==> config.mk <==
export PLATFORM = sky130hd
export DESIGN_NAME = sprite_render
export DESIGN_NICKNAME = d
export VERILOG_FILES = /design/src/rtl/sprite_render.sv
export SDC_FILE = /design/constraint.sdc
export NUM_CORES = 1
export LEC_CHECK = 0
export BUFFER_PORTS_ARGS = -buffer_cell sky130_fd_sc_hd__buf_2
export CAP_MARGIN = 15
export CORE_MARGIN = 8
export CORE_UTILIZATION = 52
export CTS_CLUSTER_DIAMETER = 80
export CTS_CLUSTER_SIZE = 20
export DETAILED_ROUTE_END_ITERATION = 8
export PLACE_DENSITY = 0.76
export SLEW_MARGIN = 20
export SYNTH_ARGS = -nofsm -noshare
export SYNTH_HDL_FRONTEND = slang
export SYNTH_SLANG_ARGS = --single-unit
==> constraint.sdc <==
create_clock -name i_clk -period 5.3 [get_ports i_clk]
set_input_delay 0.795 -clock i_clk [delete_from_list [all_inputs] [get_ports i_clk]]
set_output_delay 0.795 -clock i_clk [all_outputs]
set_load 0.1 [all_outputs]
==> src/rtl/sprite_render.sv <==
// One 16x16 sprite: position double-buffer, inside test, ROM request stage and
// registered colour stage, plus animation-frame and blink sequencing.
module sprite_render #(
    parameter int unsigned ANIM_DIV = 8
) (
    input  logic       i_clk,
    input  logic       i_rst_n,
    input  logic [9:0] i_hcount,
    input  logic [9:0] i_vcount,
    input  logic       i_video_on,
    input  logic       i_frame_tick,
    input  logic [9:0] i_pos_x,
    input  logic [9:0] i_pos_y,
    input  logic       i_pos_valid,
    output logic       o_pos_ready,
    input  logic [3:0] i_base_index,
    input  logic [1:0] i_frame_last,
    input  logic       i_blink,
    output logic [7:0] o_rom_addr,
    output logic [3:0] o_rom_index,
    output logic       o_rom_en,
    output logic       o_rom_inv,
    input  logic       i_rom_r,
    input  logic       i_rom_g,
    input  logic       i_rom_b,
    output logic       o_r,
    output logic       o_g,
    output logic       o_b,
    output logic       o_de,
    output logic       o_hit
);
    // Handshake: an update transfers when i_pos_valid and o_pos_ready are both
    // high at a clock edge; o_pos_ready is low while an update waits for frame_tick.
    localparam logic [7:0] DIV_LAST = 8'(ANIM_DIV - 1);

    logic [9:0] r_act_x, r_act_y, r_pend_x, r_pend_y;
    logic       r_pend_full;
    logic [7:0] r_div;
    logic [1:0] r_frame_sel;
    logic       r_phase;
    logic [7:0] r_rom_addr;
    logic [3:0] r_rom_index;
    logic       r_rom_en, r_rom_inv, r_de1;
    logic       r_r, r_g, r_b, r_hit, r_de;

    logic        w_take, w_wrap, w_inside;
    logic [10:0] w_hx, w_vy, w_ax, w_ay;
    logic [3:0]  w_col, w_row;

    assign o_pos_ready = ~r_pend_full;
    assign w_take      = i_pos_valid & ~r_pend_full;
    assign w_wrap      = i_frame_tick & (r_div >= DIV_LAST);

    // 11-bit compare so a sprite near the right/bottom edge clips instead of wrapping
    assign w_hx     = {1'b0, i_hcount};
    assign w_vy     = {1'b0, i_vcount};
    assign w_ax     = {1'b0, r_act_x};
    assign w_ay     = {1'b0, r_act_y};
    assign w_inside = i_video_on &
                      (w_hx >= w_ax) & (w_hx < w_ax + 11'd16) &
                      (w_vy >= w_ay) & (w_vy < w_ay + 11'd16);
    assign w_col    = i_hcount[3:0] - r_act_x[3:0];
    assign w_row    = i_vcount[3:0] - r_act_y[3:0];

    always_ff @(posedge i_clk) begin
        if (!i_rst_n) begin
            r_act_x     <= '0;
            r_act_y     <= '0;
            r_pend_x    <= '0;
            r_pend_y    <= '0;
            r_pend_full <= 1'b0;
        end else if (w_take && i_frame_tick) begin
            r_act_x <= i_pos_x;
            r_act_y <= i_pos_y;
        end else begin
            if (i_frame_tick && r_pend_full) begin
                r_act_x     <= r_pend_x;
                r_act_y     <= r_pend_y;
                r_pend_full <= 1'b0;
            end
            if (w_take) begin
                r_pend_x    <= i_pos_x;
                r_pend_y    <= i_pos_y;
                r_pend_full <= 1'b1;
            end
        end
    end

    always_ff @(posedge i_clk) begin
        if (!i_rst_n) begin
            r_div       <= '0;
            r_frame_sel <= '0;
            r_phase     <= 1'b0;
        end else begin
            if (w_wrap) begin
                r_div       <= '0;
                r_frame_sel <= (r_frame_sel >= i_frame_last) ? 2'd0 : r_frame_sel + 2'd1;
            end else if (i_frame_tick) begin
                r_div <= r_div + 8'd1;
            end
            if (!i_blink)
                r_phase <= 1'b0;
            else if (w_wrap)
                r_phase <= ~r_phase;
        end
    end

    always_ff @(posedge i_clk) begin
        if (!i_rst_n) begin
            r_rom_addr  <= '0;
            r_rom_index <= '0;
            r_rom_en    <= 1'b0;
            r_rom_inv   <= 1'b0;
            r_de1       <= 1'b0;
            r_r         <= 1'b0;
            r_g         <= 1'b0;
            r_b         <= 1'b0;
            r_hit       <= 1'b0;
            r_de        <= 1'b0;
        end else begin
            r_rom_addr  <= w_inside ? {w_row, w_col} : 8'h00;
            r_rom_index <= i_base_index + {2'b00, r_frame_sel};
            r_rom_en    <= w_inside;
            r_rom_inv   <= i_blink & r_phase;
            r_de1       <= i_video_on;
            // ROM colour is combinational from the stage-1 request
            r_r         <= r_rom_en & i_rom_r;
            r_g         <= r_rom_en & i_rom_g;
            r_b         <= r_rom_en & i_rom_b;
            r_hit       <= r_rom_en & (i_rom_r | i_rom_g | i_rom_b);
            r_de        <= r_de1;
        end
    end

    assign o_rom_addr  = r_rom_addr;
    assign o_rom_index = r_rom_index;
    assign o_rom_en    = r_rom_en;
    assign o_rom_inv   = r_rom_inv;
    assign o_r         = r_r;
    assign o_g         = r_g;
    assign o_b         = r_b;
    assign o_hit       = r_hit;
    assign o_de        = r_de;

endmodule

### Yosys cells after proc, flatten, opt, wreduce, memory -nomap -nowiden

Index checks and enable logic that the tools add are counted.

| storage, ports and cells | value |
|---|---|
| register bits | 72 |
| output and inout bits | 20 |
| logic and storage cells | 64 |

| operators by class | value |
|---|---|
| $add $sub $neg | 7 |
| magnitude comparators | 6 |
| mux-type cells | 7 |
| bitwise gates (word level) | 17 |
| reductions and logical operators | 9 |

Operators by type and width:

| kind | number |
|---|---|
| $mux W10 | 4 |
| $add A10 B5 Y11 const B | 2 |
| $lt A10 B11 Y1 | 2 |
| $ge A10 B10 Y1 | 2 |
| $and A1 B1 Y1 | 11 |
| $add A8 B1 Y8 const B | 1 |
| $ge A8 B3 Y1 const B | 1 |
| $reduce_and A2 Y1 | 4 |
| $sub A4 B4 Y4 | 2 |
| $add A4 B2 Y4 | 1 |
| $not A1 Y1 | 4 |
| $reduce_bool A2 Y1 | 2 |
| $add A2 B1 Y2 const B | 1 |
| $ge A2 B2 Y1 | 1 |
| $logic_and A1 B1 Y1 | 2 |
| $mux W1 | 2 |
| $mux W2 | 1 |
| $or A1 B1 Y1 | 2 |
| $reduce_or A2 Y1 | 1 |

### Depth between registers and ports, before layout

| logic depth | value |
|---|---|
| depth in word-level cells | 6 |
| depth in mapped cells | 10 |
| depth with buffers taken out | 9 |

### Least setup slack after synthesis

OpenSTA, ideal clock, no wires.

| timing | value |
|---|---|
| kind | input-to-reg |
| start point | in i_vcount[0] |
| end point | reg r_rom_addr[4] (netlist: o_rom_addr[4]) |
| arrival time | 2.520 ns |
| setup slack | 2.693 ns |
| stages on the path | 9 |
| path buffers | 1 |
| cell sequence | inv_1 > ha_1 > fa_1 > a21boi_0 > o211ai_1 > o2111ai_1 > a221o_1 > buf_6 > nor4b_2 |

| between the ends | value |
|---|---|
| longest elaborated chain between the ends | 4 |
| elaborated cells between the ends (all ways) | 6 |
| those cells by class | 1 x add/sub; 2 x order compare; 2 x bitwise; 1 x reduce/logical |

Ends and longest elaborated chain:

| item | line | source |
|---|---|---|
| start: declaration | 9 | `input logic [9:0] i_vcount,` |
| $ge A10 B10 Y1 | 61 | `(w_vy >= w_ay) & (w_vy < w_ay + 11'd16);` |
| $and A1 B1 Y1 | 60 | `(w_hx >= w_ax) & (w_hx < w_ax + 11'd16) &` |
| $and A1 B1 Y1 | 61 |  |
| $reduce_and A2 Y1 (no source line) | n/a |  |
| end signal: assignment | 121 | `r_rom_addr <= w_inside ? {w_row, w_col} : 8'h00;` |
| end: declaration | 41 | `logic [7:0] r_rom_addr;` |

Several ways; a longest one is shown, not always the timed one.
A chain may end at the register's enable or synchronous reset.

### Final worst setup path

| timing | value |
|---|---|
| start point | reg r_pend_full |
| end point | out o_pos_ready |

| between the ends | value |
|---|---|
| longest elaborated chain between the ends | 1 |

Ends and longest elaborated chain:

| item | line | source |
|---|---|---|
| start: declaration | 37 | `logic r_pend_full;` |
| start signal: assignment | 71 | `r_pend_full <= 1'b0;` |
| start signal: assignment | 79 | `r_pend_full <= 1'b0;` |
| start signal: assignment | 84 | `r_pend_full <= 1'b1;` |
| $not A1 Y1 | 50 | `assign o_pos_ready = ~r_pend_full;` |
| end: declaration | 15 | `output logic o_pos_ready,` |

Every way passes these cells.

==> flow_summary.ini <==
[outcome]
status = completed

[clock_network]
cts_setup_buffers = 0
cts_inserted_buffers = 9
path_clk_slew_ns = 0.08
cts_resized = 0
cts_sinks = 72
cts_root_buffer = clkbuf_8
cts_tree = yes
htreeDepth = 3
clock_latency_ns = 0.35
clockBufferDepth = 2
ctsHoldBuffers = 0

[cells_and_area]
layout.nets = 629
most-common-layout-cells = 74 x buf_2, 72 x dfxtp_1, 70 x nand2_1, 48 x o21ai_0, 39 x ha_1
final_cells = 636
final_common_cell = buf_2
diodes = 0
regArea_um2 = 1440
multi_input_area_um2 = 2290
fillers = 682
drive_above_1_share = 0.182
syn_to_final_growth_pct = 15.3

[setup_path]
crit_arrival_ns = 2.20
critical_path_depth = 2
critPathSlowestCell = dfxtp_1
crit_chain = inv_1, buf_2
cp_num_buf_inv = 2
end_kind = primary output
cpPeakStageDelay_ns = 0.87
worstRegToRegCells = 9
worst-setup-path-type = flop to primary output
crit_fanout = 23
critPathTopFamily = buffers and inverters
required_ns = 4.51
crit_path_start_kind = flop

[pwr]
cell_internal_pwr_mw = 0.889
p_seq_frac = 0.461
power_mw = 1.27
p_comb_frac = 0.191
swShare = 0.299
ir_drop_mv = 0.146
p_leak_nw = 2.00
power_switching_mw = 0.379
share_clk_of_total_power = 0.348
p_per_area_nw_per_um2 = 279

[timing]
slew-limit-headroom = 0.438
skew_ns = 0.0108
timing.final.crit_share = 0.564
layout_min_cycle_time_ns = 2.99
fmax_mhz = 334
rsz0062_at_grt = no
slew_viol_final = 0
worst_pin_slew_ns = 0.842
hold_viol = 0
setup_tns_ns = 0
setup_viol = 0

[logic_synthesis]
synthArstFlopShare = 0
synth_edf_count = 0
synth_cells = 469
synth-seq-cells = 72
yosysTopAreaCellShare = 0.366
synth.cell_area_um2 = 3940
yosys-top-cells-area = dfxtp_1 37%, ha_1 12%, nand2_1 6.7%, o21ai_0 6.1%, a21boi_0 4.0%
synth_fp_nets = 566
yosysTopAreaCell = dfxtp_1
yosys_warnings = 0
syn_area_per_cell_um2 = 8.40
yosys.cell_types.count = 48
synth-main-ff-cell = dfxtp_1
yosysSeqAreaShare = 0.366

[hold_path]
holdPathStages = 1
hold_path.class = flop to flop

[placement]
hpwl_um = 6600
placedCellCount = 620
gp_congestion = 0.863
port_buffers = 74

[routing]
remaining_drc_errors = 0
vias = 3396
avgRoutedWirePerCell_um = 14.3
drt_iter0_markers = 141
postRouteWirelength_um = 9090
first_pass_iters = 4
viasPerCell = 5.34
antenna_left = 0

[floorplanning]
initial_utilization = 0.540
io_pins = 75
std_cell_rows = 31
die_x_um = 103
die_height_um = 103
coreArea_um2 = 7290
dieArea_um2 = 10600

[global_routing]
track_usage = 0.180
grt_overflow = 0
grt_pass1_vias = 3344
grt_pass1_wl_um = 15200
grt_antenna_before_repair = 0
grt_max_degree = 56

[flow_run]
drv_cap = 0
-- synth_stat cells (all sizes together), types with 2 or more instances --
library cell	n
and4	2
a21o	5
nor2b	6
and3	7
nand4	3
nand3	9
clkbuf	19
and2	7
buf	3
a21oi	29
o21ai	48
nor2	38
o31a	2
a2111oi	2
a211o	2
nor3	8
dfxtp	72
o21a	4
nor3b	3
a21boi	21
nand2	70
o221ai	2
ha	39
xnor2	14
xor2	4
a211oi	2
fa	3
inv	31
-- flip-flops by register name (all words and copies together) (netlist names), 2 cells and up --
register / cells
o_rom_addr: 8
o_rom_index: 4
r_act_x: 10
r_act_y: 10
r_div: 8
r_frame_sel: 2
r_pend_x: 10
r_pend_y: 10
-- layout make-up --
type / instances / share of cell area
flip-flops and latches: 72 / 0.317
well taps: 99 / 0.0273
inverters: 31 / 0.0256
repair buffers: 74 / 0.0815
clock inverters: 5 / 0.0124
multi-input cells: 344 / 0.505
clock buffers: 11 / 0.0311
-- per-stage QoR --
stage          hold WS [ns]  worst slack (ns)  instance area (µm²)   util
2_1_floorplan         0.412              2.69                 3940      -
3_3_place_gp          0.419              2.51                 4340  0.596
3_5_place_dp          0.423              2.44                 4340  0.596
4_1_cts               0.442              2.30                 4540  0.623
5_1_grt               0.481              2.17                 4540  0.623
6_report              0.440              2.31                 4540  0.623
-- logic make-up after synthesis --
family / synth area share
multiplexers: 0.00254
AO/OA/AOI/OAI: 0.212
adder cells (fa/ha/maj): 0.139
AND/OR/NAND/NOR: 0.188
XOR/XNOR: 0.0400
buffers and inverters: 0.0530
flip-flops: 0.366
-- power groups by stage --
stage,Clock (mW),Combinational [mW],Sequential [mW]
6_report,0.442,0.242,0.584
5_1_grt,0.472,0.272,0.587
4_1_cts,0.450,0.243,0.584
3_5_place_dp,0,0.240,0.596
3_3_place_gp,0,0.233,0.595
2_1_floorplan,0,0.156,0.614
-- worst reg2reg max path, delay by kind of cell, from the launching register on --
kind,cells,cell delay (ns)
flops,1,0.41
simple gates,2,0.34
xor+xnor,1,0.14
fa+ha+maj,2,0.52
compound gates,4,0.90
-- layer usage --
layer	vias up	routed length, µm	global-route usage
li1	1729	-	-
met1	1549	4260	0.229
met2	109	3960	0.281
met3	9	776	0.0560
met4	0	95	0.0634
met5	-	0	0
-- worst paths after layout --
check | start | slack [ns] | endpoint
worst max-delay path | r_pend_full | 2.31 | o_pos_ready
worst min-delay path | r_de1 | 0.44 | o_de
worst max register to register | r_act_x[4] | 2.91 | o_rom_addr[4]
worst min register to register | r_de1 | 0.44 | o_de
Power figures use the tool's default switching activity.
